[config.mk]
export PLATFORM = sky130hd
export DESIGN_NAME = brief_desc_pack
export DESIGN_NICKNAME = d
export VERILOG_FILES = /design/src/rtl/brief_desc_pack.sv
export SDC_FILE = /design/constraint.sdc
export NUM_CORES = 1
export LEC_CHECK = 0
export BUFFER_PORTS_ARGS = -buffer_cell sky130_fd_sc_hd__buf_2
export CORE_MARGIN = 3
export CORE_UTILIZATION = 49
export DETAILED_ROUTE_END_ITERATION = 7
export GPL_ROUTABILITY_DRIVEN = 0
export PLACE_DENSITY = 0.73
export REMOVE_ABC_BUFFERS = 1
export SLEW_MARGIN = 0
export SYNTH_ARGS = -nofsm -noshare
export SYNTH_HDL_FRONTEND = slang
export SYNTH_SLANG_ARGS = --single-unit
[constraint.sdc]
create_clock -name i_clk -period 2.1 [get_ports i_clk]
set_input_delay 0 -clock i_clk [delete_from_list [all_inputs] [get_ports i_clk]]
set_output_delay 0 -clock i_clk [all_outputs]
set_load 0.03 [all_outputs]
[src/rtl/brief_desc_pack.sv]
// BRIEF descriptor packer: collects DESC_BITS serial comparison bits into one
// word, tags it with the keypoint coordinates and holds it for a ready/valid sink.
module brief_desc_pack #(
   parameter int DESC_BITS = 256,
   parameter int COORD_W   = 11
) (
   input  logic                 i_clk,
   input  logic                 i_rst_n,
   input  logic                 i_start,
   input  logic [COORD_W-1:0]   i_x,
   input  logic [COORD_W-1:0]   i_y,
   input  logic                 i_en,
   input  logic                 i_data,
   output logic [DESC_BITS-1:0] o_desc,
   output logic [COORD_W-1:0]   o_x,
   output logic [COORD_W-1:0]   o_y,
   output logic                 o_valid,
   input  logic                 i_ready,
   output logic                 o_busy,
   output logic                 o_err
);

   localparam int IDX_W = $clog2(DESC_BITS);
   localparam int CNT_W = IDX_W + 1;
   localparam logic [CNT_W-1:0] LAST = CNT_W'(DESC_BITS - 1);

   typedef enum logic [1:0] {IDLE, COLLECT, HOLD} state_t;

   state_t           state, state_n;
   logic [CNT_W-1:0] cnt;
   logic             restart;
   logic             take;

   always_ff @(posedge i_clk or negedge i_rst_n) begin
      if (!i_rst_n) state <= IDLE;
      else          state <= state_n;
   end

   // restart covers IDLE start, abort in COLLECT and start coincident with a HOLD handshake
   always_comb begin
      state_n = state;
      restart = 1'b0;
      take    = 1'b0;
      case (state)
         IDLE: begin
            if (i_start) begin
               restart = 1'b1;
               state_n = COLLECT;
            end
         end
         COLLECT: begin
            if (i_start) begin
               restart = 1'b1;
            end else if (i_en) begin
               take = 1'b1;
               if (cnt == LAST) state_n = HOLD;
            end
         end
         HOLD: begin
            if (i_ready) begin
               if (i_start) begin
                  restart = 1'b1;
                  state_n = COLLECT;
               end else begin
                  state_n = IDLE;
               end
            end
         end
         default: state_n = IDLE;
      endcase
   end

   always_comb begin
      o_valid = (state == HOLD);
      o_busy  = (state != IDLE);
      o_err   = 1'b0;
      if (state == COLLECT)
         o_err = i_start;
      else if (state == HOLD)
         o_err = i_ready ? (i_en && !i_start) : (i_en || i_start);
   end

   // A start that coincides with i_en takes that bit as bit 0
   always_ff @(posedge i_clk or negedge i_rst_n) begin
      if (!i_rst_n) begin
         o_desc <= '0;
         o_x    <= '0;
         o_y    <= '0;
         cnt    <= '0;
      end else if (restart) begin
         o_desc <= {{(DESC_BITS-1){1'b0}}, i_en & i_data};
         o_x    <= i_x;
         o_y    <= i_y;
         cnt    <= {{(CNT_W-1){1'b0}}, i_en};
      end else if (take) begin
         o_desc[cnt[IDX_W-1:0]] <= i_data;
         cnt                    <= cnt + 1'b1;
      end
   end

endmodule

==> results.yml <==
worst_setup_path:
  reg2reg_from: "state[1]"
  cp.required_ps: 2510
  end_kind: "register"
  r2r_cells: 6
  critPathLaunchType: "register"
  crit_fanout: 59
  crit_path_start: "state[1]"
  arrival_ps: 2350
  critPathKind: "register to register"
  worstReg2RegEnd: "o_desc[68]"
  ff2ff_setup_slack_ps: 150
  endpoint: "o_desc[68]"
detailed_routing:
  dr.pass1.iters: 4
  route.detailed.drc: 0
  ant_nets: 0
  vias_per_cell: 5.81
  drt-initial-drc-count: 959
  vias: 11600
  wl_per_cell_um: 18.9
  routed_wirelength_mm: 37.6
clocking:
  post_cts_buffers: 0
  htreeDepth: 2
  clk-insertion-delay-late_ps: 500
  cts_sinks: 289
  cts_tree: "done"
  cts_inserted_buffers: 34
  cts_root_buffer: "clkbuf_16"
  clk_pin_slew_worst_paths_ps: 60
  cts.path.max_buffers: 3
finish:
  area_growth_pct: 26.4
  diodes: 0
  fin_util_pct: 64.2
  fin_area_um2: 16400
  nets: 1671
  multi_input_area_um2: 5250
  seqCellArea_um2: 7240
  final-instance-count-excl-fill: 1991
  fill_cells: 2069
  drive_gt1_share_pct: 26.7
pwr:
  leakage_nw: 7.56
  pwr_density_cell_nw_per_um2: 751
  peakVddDrop_mv: 0.790
yosys:
  synth_top_area_share_pct: 55.6
  synth-xor-area-share_pct: 0.472
  synth_warnings: 0
  synth_cells: 1352
  synth_top_area_cell: "dfrtp_1"
  synth-simple-area-share_pct: 17.1
  synth_seq_cells: 289
  ys.flop_type: "dfrtp_1"
  synth_top_family_by_area: "compound AO/OA/AOI/OAI gates"
  ys_top_cells_by_count: "dfrtp_1, o21ai_0, a21oi_1"
  synth_area_um2: 13000
  synth_fa_ha_area_share_pct: 0.481
  yosysMostFrequentCell: "dfrtp_1"
  synth_cell_type_count: 35
  synth_mux_area_share_pct: 2.30
  ys_seq_area_share_pct: 55.6
  synth_edf_count: 0
  synth_compound_area_share_pct: 19.9
  async_reset_ff_share_pct: 100
  postSynthAreaPerCell_um2: 9.62
  synth.area.top_cells: "dfrtp_1, or3_1, o21ai_0"
status:
  status: "finished clean"
sta:
  setup_viol: 0
  max_freq_mhz: 514
  period_needed_ps: 1950
  finalMaxSlewViolations: 0
  rsz0062_at_grt: "false"
  tightest_slew_ps: 591
  finalClockSkew_ps: 16.4
  setup_tns_ps: 0
  slew_headroom_pct: 60.6
  fin_hold_ws_ps: 91.0
  post-route-period-util_pct: 92.7
  hold_viol: 0
floorplan:
  coreArea_um2: 25600
  start_util_pct: 50.8
  ios: 309
  die_x_um: 169
  die_h_um: 169
  die_area_um2: 28500
  rows: 58
place:
  io_buffer_count: 308
  postPlaceCellArea_um2: 15000
  place.detailed.hpwl_mm: 23.3
  placed_cells: 1905
grt:
  antenna_found_initial: 0
  grt_usage_pct: 25.8
  grt.overflow.total: 0
  grt_start_max_net_pins: 95
  grt_first_pass_wirelength_mm: 60.8
  grt_pass1_vias: 11100
min_path:
  hold_class: "input port to async pin"
run:
  maxCapViolations: 0
-- area by class of cell --
class,count,share of cell area (%)
Tap cell,330,2.51
Clock buffer,51,6.32
Inverter,6,0.152
Clock inverter,8,0.586
Timing Repair Buffer,379,14.5
Sequential cell,289,44.0
Multi-Input combinational cell,928,32.0
-- state kept, by name, indices dropped and copies added, names as in the netlist --
| register | cells |
|---|---|
| o_y | 11 |
| state | 2 |
| o_desc | 256 |
| o_x | 11 |
| cnt | 9 |
-- logic make-up after synthesis --
kind of cell	count (synthesis)
flip-flops	289
multiplexers	27
AND/OR/NAND/NOR	375
adder cells (fa/ha/maj)	5
buffers and inverters	135
XOR/XNOR	7
AO/OA/AOI/OAI	514
-- stage by stage --
| step | setup WS [ps] | total power [mW] |
|---|---|---|
| 6_report | 154 | 12.3 |
| 5_1_grt | 8.79 | 12.8 |
| 4_1_cts | 22.6 | 12.5 |
| 3_5_place_dp | 47.2 | 6.48 |
| 3_3_place_gp | 172 | 6.47 |
| 2_1_floorplan | -4070 | 6.08 |
-- what timing repair did --
| item | CTS | global route |
|---|---|---|
| hold buffers | 27 | 0 |
| gates resized for setup | 0 | 3 |
| endpoints found under the setup margin | 0 | 27 |
| hold endpoints to repair | 223 | 0 |
-- worst max-delay path, stage by stage, from the launching register on --
cell and delay [ps]:
dfrtp_1 420, nor4bb_4 280, buf_4 300, nand2_4 100
buf_12 180, or3_1 390, a21oi_1 150
-- power by group --
| part | switching [mW] | internal (mW) | total (mW) |
|---|---|---|---|
| Clock | 2.27 | 3.66 | 5.93 |
| Combinational | 0.548 | 0.221 | 0.769 |
| Sequential | 0.0294 | 5.62 | 5.65 |
| Total | 2.85 | 9.50 | 12.3 |
-- how the worst min path moves through the flow --
stage / from / end / slack (ps) / cells after the start
final: i_rst_n / o_desc[172] / 90 / 2
after detailed placement: i_rst_n / o_desc[172] / 20 / 1
after floorplan: i_rst_n / cnt[0] / -300 / 0
after CTS: i_rst_n / o_desc[219] / 100 / 2
after global routing: i_rst_n / o_desc[172] / 140 / 2
after global placement: i_rst_n / o_desc[172] / 20 / 1
-- routing by layer --
layer | global-route usage (%) | part of all wire, %
met3 | 6.28 | 8.3
met1 | 35.3 | 42
met5 | 0 | 0
met4 | 6.90 | 2.6
met2 | 41.5 | 47
-- placed cells by master, fill, tap and decap left out, types with 3 or more instances in the layout --
cell type and instances:
a21oi_1 254, and2_1 3, and3_1 3, and4b_1 4
and4bb_2 4, buf_12 18, buf_2 307, buf_4 26
clkbuf_1 8, clkbuf_16 37, clkbuf_8 6, clkinv_2 4
dfrtp_1 286, dfrtp_2 3, dlygate4sd3_1 27, ha_1 5
inv_1 5, mux2_2 23, mux2i_1 4, nand2_1 71
nand2_4 4, nand4_1 6, nor2_1 12, nor4b_1 4
o21ai_0 256, or3_1 252, xor2_1 5
No activity file was read; power rests on OpenSTA's default activity.
